===== config.mk =====
export PLATFORM = sky130hd
export DESIGN_NAME = fifo_uart_tx
export DESIGN_NICKNAME = d
export VERILOG_FILES = /design/src/rtl/fifo_uart_pkg.sv /design/src/rtl/fifo_uart_tx_baud_tick_gen.sv /design/src/rtl/fifo_uart_tx.sv
export SDC_FILE = /design/constraint.sdc
export NUM_CORES = 1
export LEC_CHECK = 0
export CORE_UTILIZATION = 61
export CTS_BUF_LIST = sky130_fd_sc_hd__clkbuf_4 sky130_fd_sc_hd__clkbuf_8
export DETAILED_ROUTE_END_ITERATION = 12
export GPL_ROUTABILITY_DRIVEN = 0
export GPL_TIMING_DRIVEN = 0
export HOLD_SLACK_MARGIN = 0.1
export PLACE_DENSITY = 0.84
export SLEW_MARGIN = 20
export SYNTH_ARGS = -nofsm -noshare
export SYNTH_HDL_FRONTEND = slang
export SYNTH_SLANG_ARGS = --single-unit

===== constraint.sdc =====
create_clock -name clk -period 2.72 [get_ports clk]
set_clock_uncertainty 0.05 [all_clocks]
set_input_delay 0.408 -clock clk [delete_from_list [all_inputs] [get_ports clk]]
set_output_delay 0.408 -clock clk [all_outputs]
set_load 0.02 [all_outputs]

===== src/rtl/fifo_uart_pkg.sv =====
// Shared encodings for the FIFO-fed UART transmitter.
// FIFO_UART_TX_PARITY_EN selects the 8E1 frame length.
package fifo_uart_pkg;

    localparam logic [2:0] ST_IDLE   = 3'd0;
    localparam logic [2:0] ST_FETCH  = 3'd1;
    localparam logic [2:0] ST_LOAD   = 3'd2;
    localparam logic [2:0] ST_START  = 3'd3;
    localparam logic [2:0] ST_DATA   = 3'd4;
    localparam logic [2:0] ST_PARITY = 3'd5;
    localparam logic [2:0] ST_STOP   = 3'd6;

    typedef enum logic [2:0] {
        IDLE   = ST_IDLE,
        FETCH  = ST_FETCH,
        LOAD   = ST_LOAD,
        START  = ST_START,
        DATA   = ST_DATA,
        PARITY = ST_PARITY,
        STOP   = ST_STOP
    } state_t;

    localparam int DATA_BITS = 8;

`ifdef FIFO_UART_TX_PARITY_EN
    localparam int FRAME_BITS = 11;
`else
    localparam int FRAME_BITS = 10;
`endif

endpackage


===== src/rtl/fifo_uart_tx_baud_tick_gen.sv =====
// Bit-period counter: tick marks the last clk of each bit period,
// clear restarts the period (used on every state entry).
module baud_tick_gen #(
    parameter int CLKS_PER_BIT = 868,
    parameter int CNT_WIDTH    = 16
) (
    input  logic clk,
    input  logic rst_n,
    input  logic clear,
    output logic tick
);

    localparam logic [CNT_WIDTH-1:0] LAST = CNT_WIDTH'(CLKS_PER_BIT - 1);

    logic [CNT_WIDTH-1:0] r_cnt;

    always_ff @(posedge clk or negedge rst_n) begin
        if (!rst_n) begin
            r_cnt <= '0;
        end else if (clear || (r_cnt == LAST)) begin
            r_cnt <= '0;
        end else begin
            r_cnt <= r_cnt + 1'b1;
        end
    end

    assign tick = (r_cnt == LAST);

endmodule


===== src/rtl/fifo_uart_tx.sv =====
// Pops bytes from sync_fifo and sends them as 8N1 (8E1 when
// FIFO_UART_TX_PARITY_EN is defined), LSB first.
module fifo_uart_tx
    import fifo_uart_pkg::*;
#(
    parameter int DATA_WIDTH   = 8,
    parameter int CLKS_PER_BIT = 868,
    parameter int CNT_WIDTH    = 16
) (
    input  logic                  clk,
    input  logic                  rst_n,
    input  logic                  enable,
    input  logic                  fifo_empty,
    input  logic [DATA_WIDTH-1:0] fifo_rd_data,
    output logic                  fifo_rd_en,
    output logic                  tx,
    output logic                  busy,
    output logic                  tx_done
);

    localparam logic [2:0] LAST_BIT = 3'(DATA_BITS - 1);

    state_t                r_state;
    state_t                w_next;
    logic [DATA_WIDTH-1:0] r_shift;
    logic [2:0]            r_bit;
    logic                  r_tx;
    logic                  r_rd_en;
    logic                  w_tx_nxt;
    logic                  w_tick;
    logic                  w_clear;
    logic                  w_start_ok;
`ifdef FIFO_UART_TX_PARITY_EN
    logic                  r_par;
`endif

    assign w_start_ok = enable && !fifo_empty;
    assign w_clear    = (w_next != r_state) ||
                        (r_state inside {IDLE, FETCH, LOAD});

    baud_tick_gen #(
        .CLKS_PER_BIT (CLKS_PER_BIT),
        .CNT_WIDTH    (CNT_WIDTH)
    ) u_baud (
        .clk   (clk),
        .rst_n (rst_n),
        .clear (w_clear),
        .tick  (w_tick)
    );

    always_comb begin
        w_next = r_state;
        unique case (r_state)
            IDLE:  if (w_start_ok) w_next = FETCH;
            FETCH: w_next = LOAD;
            LOAD:  w_next = START;
            START: if (w_tick) w_next = DATA;
            DATA: begin
                if (w_tick && (r_bit == LAST_BIT)) begin
`ifdef FIFO_UART_TX_PARITY_EN
                    w_next = PARITY;
`else
                    w_next = STOP;
`endif
                end
            end
`ifdef FIFO_UART_TX_PARITY_EN
            PARITY: if (w_tick) w_next = STOP;
`else
            PARITY: w_next = IDLE;
`endif
            STOP:  if (w_tick) w_next = w_start_ok ? FETCH : IDLE;
            default: w_next = IDLE;
        endcase
    end

    // tx is registered, so it is derived from the state being entered
    always_comb begin
        w_tx_nxt = 1'b1;
        unique case (w_next)
            START: w_tx_nxt = 1'b0;
            DATA: begin
                if (r_state != DATA) begin
                    w_tx_nxt = r_shift[0];
                end else if (w_tick) begin
                    w_tx_nxt = r_shift[1];
                end else begin
                    w_tx_nxt = r_tx;
                end
            end
`ifdef FIFO_UART_TX_PARITY_EN
            PARITY: w_tx_nxt = r_par;
`endif
            default: w_tx_nxt = 1'b1;
        endcase
    end

    always_ff @(posedge clk or negedge rst_n) begin
        if (!rst_n) begin
            r_state <= IDLE;
            r_tx    <= 1'b1;
            r_rd_en <= 1'b0;
            r_shift <= '0;
            r_bit   <= '0;
        end else begin
            r_state <= w_next;
            r_tx    <= w_tx_nxt;
            r_rd_en <= (w_next == FETCH);
            if (r_state == LOAD) begin
                r_shift <= fifo_rd_data;
            end else if ((r_state == DATA) && w_tick) begin
                r_shift <= r_shift >> 1;
            end
            if ((r_state == DATA) && w_tick && (w_next == DATA)) begin
                r_bit <= r_bit + 3'd1;
            end else if (w_next != r_state) begin
                r_bit <= '0;
            end
        end
    end

`ifdef FIFO_UART_TX_PARITY_EN
    always_ff @(posedge clk or negedge rst_n) begin
        if (!rst_n) begin
            r_par <= 1'b0;
        end else if (r_state == LOAD) begin
            r_par <= ^fifo_rd_data;
        end
    end
`endif

    assign fifo_rd_en = r_rd_en;
    assign tx         = r_tx;
    assign busy       = (r_state != IDLE);
    assign tx_done    = (r_state == STOP) && w_tick;

endmodule


# Word-level counts from Yosys, hierarchy flattened
# Index checks and enable logic that the tools add are counted.
[op_classes]
muxes = 14
n_addsub = 2
n_reduce_logical = 13
eq_ne = 13
[ops]
columns = ["cell", "n"]
rows = [
  ["$mux 3", 6],
  ["$pmux 3 s6", 1],
  ["$add 16x1->16 const B", 1],
  ["$eq 16x10->1 const B", 1],
  ["$mux 16", 1],
  ["$mux 8", 2],
  ["$eq 3x3->1 const B", 4],
  ["$eq 3x2->1 const B", 3],
  ["$eq 3x1->1 const B", 2],
  ["$ne 3x3->1 const B", 2],
  ["$reduce_bool 3->1", 2],
  ["$logic_and 1x1->1", 5],
  ["$reduce_bool 2->1", 2],
  ["$add 3x1->3 const B", 1],
  ["$logic_not 3->1", 1],
  ["$mux 1", 3],
  ["$ne 3x3->1", 1],
  ["$logic_or 1x1->1", 2],
  ["$pmux 1 s2", 1],
  ["$logic_not 1->1", 1],
]
[totals]
in_bits = 12
regBits = 32
wordCells = 48
output_inout_bits = 4

# Logic depth before layout (Yosys ltp)
[depth]
depth_word = 9
ltp_mapped = 6
mapped_depth_nobuf = 6

# Cells and area by module
# Synthesis repeated with hierarchy kept, for this count alone.
[hier_totals]
cells_unflattened = 176
hier_area_um2 = 1788.0
[modules_own_cells]
columns = ["module", "cells_each", "seq_area_each_um2", "n_inst", "area_each_um2"]
rows = [
  ["baud_tick_gen", 84, 400.4, 1, 904.6],
  ["fifo_uart_tx", 92, 401.6, 1, 883.3],
]

# Worst setup path before layout
# OpenSTA, ideal clock, no wires.
[synth_path]
path_type = "reg-to-output"
start = "reg u_baud.r_cnt[0]"
end = "out tx_done"
arrival_ns = 1.489
setup_slack_ns = 0.773
path_stages_with_launch = 6
required_ns = 2.262
path_buffers = 1
path_cell_list = "dfrtp_1 -> ha_1 -> nor3b_1 -> and4_1 -> buf_4 -> and3_1"
[synth_via]
elab_chain_len = 2
[synth_rtl]
columns = ["item", "line_no", "source"]
rows = [
  ["start: declaration", "fifo_uart_tx_baud_tick_gen.sv:15", "logic [CNT_WIDTH-1:0] r_cnt;"],
  ["start signal: assignment", "fifo_uart_tx_baud_tick_gen.sv:23", "r_cnt <= r_cnt + 1'b1;"],
  ["$eq 16x10->1", "fifo_uart_tx_baud_tick_gen.sv:27", "assign tick = (r_cnt == LAST);"],
  ["$logic_and 1x1->1", "fifo_uart_tx.sv:135", "assign tx_done = (r_state == STOP) && w_tick;"],
  ["end: declaration", "fifo_uart_tx.sv:18", "output logic tx_done"],
]
# No other way between the ends.

# Worst setup path after layout
[layout_path]
start = "reg u_baud.r_cnt[7]"
end = "out tx_done"
# Same word-level chain as after synthesis.

==> impl_metrics.json <==
{
  "outcome": "finished clean",
  "seq_area_frac_synth_pct": 47.6,
  "fin_nets": 211,
  "ys_ff_latch": 32,
  "synth_fp_nets": 188,
  "synth_common_cells": "dfrtp_1 (31), nor2_1 (20), o21ai_0 (12)",
  "route.vias.total": 1432,
  "fp.dieW_um": 54.6,
  "synth-warning-count": 0,
  "crit_chain": "nor4_4 -> and4_2 -> buf_4 -> and3_1 -> dlygate4sd2_1",
  "maxSlewViolCount": 0,
  "cp.required_ns": 2.26,
  "netlist.area_leader.share_pct": 46.0,
  "synth.distinct_cells": 42,
  "setup_viol": 0,
  "hold-worst-slack_ns": 0.447,
  "crit_path_top_delay_cell": "dfrtp_1",
  "postCtsSetupBuffers": 0,
  "clk-insertion-delay-late_ns": 0.34,
  "critical-path-max-stage-delay_ns": 0.49,
  "synth_top_flop_cell": "dfrtp_1",
  "synthCells": 173,
  "grt_overflow": 0,
  "area_growth_syn_to_layout_pct": 16.8,
  "tightest_slew_ns": 0.685,
  "crit_family": "simple AND/OR/NAND/NOR gates",
  "die_h_um": 54.6,
  "clk_path_buf_depth": 2,
  "fin_crit_ns": 2.65,
  "grt_usage_pct": 26.8,
  "drt-initial-drc-count": 46,
  "slew_headroom_pct": 54.3,
  "syn_area_sq_mm": 0.00169,
  "vdd_ir_drop_max_uv": 477,
  "worstSetupPathDepth": 5,
  "reg2reg_to": "r_shift[7]$_DFFE_PN0P_",
  "antenna_left": 0,
  "async_flop_share_pct": 100,
  "grt_pass1_wl_mm": 5.62,
  "rr_worst_depth": 5,
  "worstPathMaxFanout": 10,
  "start_util_pct": 66.3,
  "drc": 0,
  "drive_above_1_share_pct": 13.7,
  "multiInputGateArea_sq_um": 878,
  "fmax_ghz": 0.377,
  "dr.pass1.iters": 4,
  "rrSetupSlack_ns": 0.71,
  "viasPerCell": 6.31,
  "filler_cell_count": 175,
  "synth_area_leaders": "dfrtp_1 (46%), nor2_1 (4.5%), o21ai_0 (3.6%)",
  "arrival_ns": 2.19,
  "rows": 18,
  "finalCritPeriodShare_pct": 97.5,
  "antennaDiodeCount": 0,
  "cp_num_buf_inv": 2,
  "cts_inserted_buffers": 5,
  "cp-startpoint": "u_baud.r_cnt[7]$_DFF_PN0_",
  "grt_max_degree": 33,
  "cts.sinks": 32,
  "synth_largest_area_cell": "dfrtp_1",
  "power.switching_uw": 183,
  "p_clk_share_pct": 35.6,
  "wirelength_mm": 3.66,
  "htreeDepth": 2,
  "p_leak_nw": 0.859,
  "finalHoldViolations": 0,
  "antenna_found_initial": 0,
  "cts_tree": "yes",
  "timing_worst_setup_path_type": "reg2out",
  "cts_root_buf": "clkbuf_4",
  "yosysMostFrequentCell": "dfrtp_1",
  "power_switching_share_pct": 22.7,
  "r2r-start": "u_baud.r_cnt[7]$_DFF_PN0_",
  "regArea_sq_um": 802,
  "finalSetupTns_ns": 0,
  "grt_pass1_vias": 1297,
  "io_buffers": 15,
  "drt-wirelength-per-cell_um": 16.1,
  "powerDensity_mw_per_mm2": 409,
  "io_pins": 16,
  "combPwrFrac_pct": 4.2,
  "clkTransAtPathRegs_ns": 0.10,
  "hold_depth": 1,
  "cp-start-kind": "flop",
  "place_hpwl_mm": 2.57,
  "seqPwrFrac_pct": 60.2,
  "holdCritPathClass": "reg2reg",
  "die_area_sq_mm": 0.00298,
  "core_area_sq_mm": 0.00254,
  "drv_cap": 0,
  "synth_edf_count": 0,
  "endpoint": "tx_done",
  "synth.avg_cell_area_sq_um": 9.75,
  "worstSetupEndpointType": "primary output",
  "internal-power_uw": 623,
  "rsz0062_at_grt": "no"
}
## through the flow
step	instance area, sq um	power [mW]	cells	utilization (%)	worst slack, ns
finish	1970	0.806	227	77.4	0.0675
global route	1970	0.833	227	77.4	0.00726
CTS	1970	0.808	227	77.3	0.0819
detailed placement	1870	0.528	218	73.5	0.0730
global placement	1870	0.527	218	73.6	0.115
floorplan	1690	0.501	173	-	0.773
## cell type report
cell class / count / area share [%]
multi-input cells: 133 / 44.6
flip-flops and latches: 32 / 40.7
repair buffers: 16 / 7.81
clock buffers: 6 / 2.60
well taps: 30 / 1.91
plain buffers: 6 / 1.46
clock inverters: 2 / 0.508
inverters: 2 / 0.381
## cell usage in the layout (no fill, tap or decap), types with 3 or more instances in the layout
| master | count |
|---|---|
| clkbuf_1 | 3 |
| clkbuf_4 | 5 |
| buf_2 | 3 |
| clkdlybuf4s50_1 | 13 |
| a31oi_1 | 5 |
| a221o_1 | 4 |
| xnor2_1 | 5 |
| nand2_1 | 7 |
| o21ai_0 | 12 |
| a21oi_1 | 11 |
| and2_1 | 4 |
| xor2_1 | 6 |
| or3_1 | 3 |
| and3_1 | 5 |
| nand2b_1 | 5 |
| nor2b_1 | 3 |
| nand3_1 | 7 |
| dfrtp_1 | 31 |
| nor2_1 | 20 |
| nand4_1 | 4 |
## how the worst min path moves through the flow
| stage | startpoint | slack [ns] | end |
|---|---|---|---|
| floorplan | rst_n | 0.06 | fifo_rd_en$_DFF_PN0_ |
| global placement | u_baud.r_cnt[0]$_DFF_PN0_ | 0.42 | u_baud.r_cnt[0]$_DFF_PN0_ |
| detailed placement | u_baud.r_cnt[0]$_DFF_PN0_ | 0.43 | u_baud.r_cnt[0]$_DFF_PN0_ |
| CTS | u_baud.r_cnt[0]$_DFF_PN0_ | 0.45 | u_baud.r_cnt[0]$_DFF_PN0_ |
| global route | u_baud.r_cnt[0]$_DFF_PN0_ | 0.47 | u_baud.r_cnt[0]$_DFF_PN0_ |
| finish | u_baud.r_cnt[0]$_DFF_PN0_ | 0.45 | u_baud.r_cnt[0]$_DFF_PN0_ |
## power groups by stage
stage | sequential [mW] | clock (mW) | combinational (mW)
CTS | 0.485 | 0.289 | 0.0345
global placement | 0.494 | 0 | 0.0329
floorplan | 0.493 | 0 | 0.00758
global route | 0.486 | 0.309 | 0.0381
finish | 0.485 | 0.287 | 0.0337
detailed placement | 0.494 | 0 | 0.0331
## per-layer routing
layer  global-route usage (%)  part of all wire [%]  vias to the layer above
met3                     5.83                   4.3                        2
met1                     37.4                    48                      714
met4                     8.55                  0.25                        0
met5                        0                     0                        -
met2                     41.2                    48                       39
li1                         -                     -                      677
## sequential cells by signal, summed over array words and instances, names as in the netlist
name / count
fifo_rd_en: 1
tx: 1
r_shift: 8
u_baud.r_cnt: 16
r_state: 3
r_bit: 3
## logic make-up (layout without fill, tap and decap cells)
kind of cell / after synthesis / after routing / share of synthesized area, %
AND/OR/NAND/NOR: 74 / 74 / 24.6
AO/OA/AOI/OAI: 42 / 42 / 15.8
flip-flops: 32 / 32 / 47.6
XOR/XNOR: 11 / 11 / 5.71
buffers and inverters: 8 / 32 / 2.15
adder cells (fa/ha/maj): 4 / 4 / 2.82
multiplexers: 2 / 2 / 1.34
## timing repair
| action | CTS | global route |
|---|---|---|
| gates resized for setup | 6 | 1 |
| gates cloned | 0 | 0 |
| hold endpoints to repair | 31 | 0 |
| setup endpoints to repair | 1 | 1 |
| hold buffers | 1 | 0 |
(Power assumes the default switching activity.)
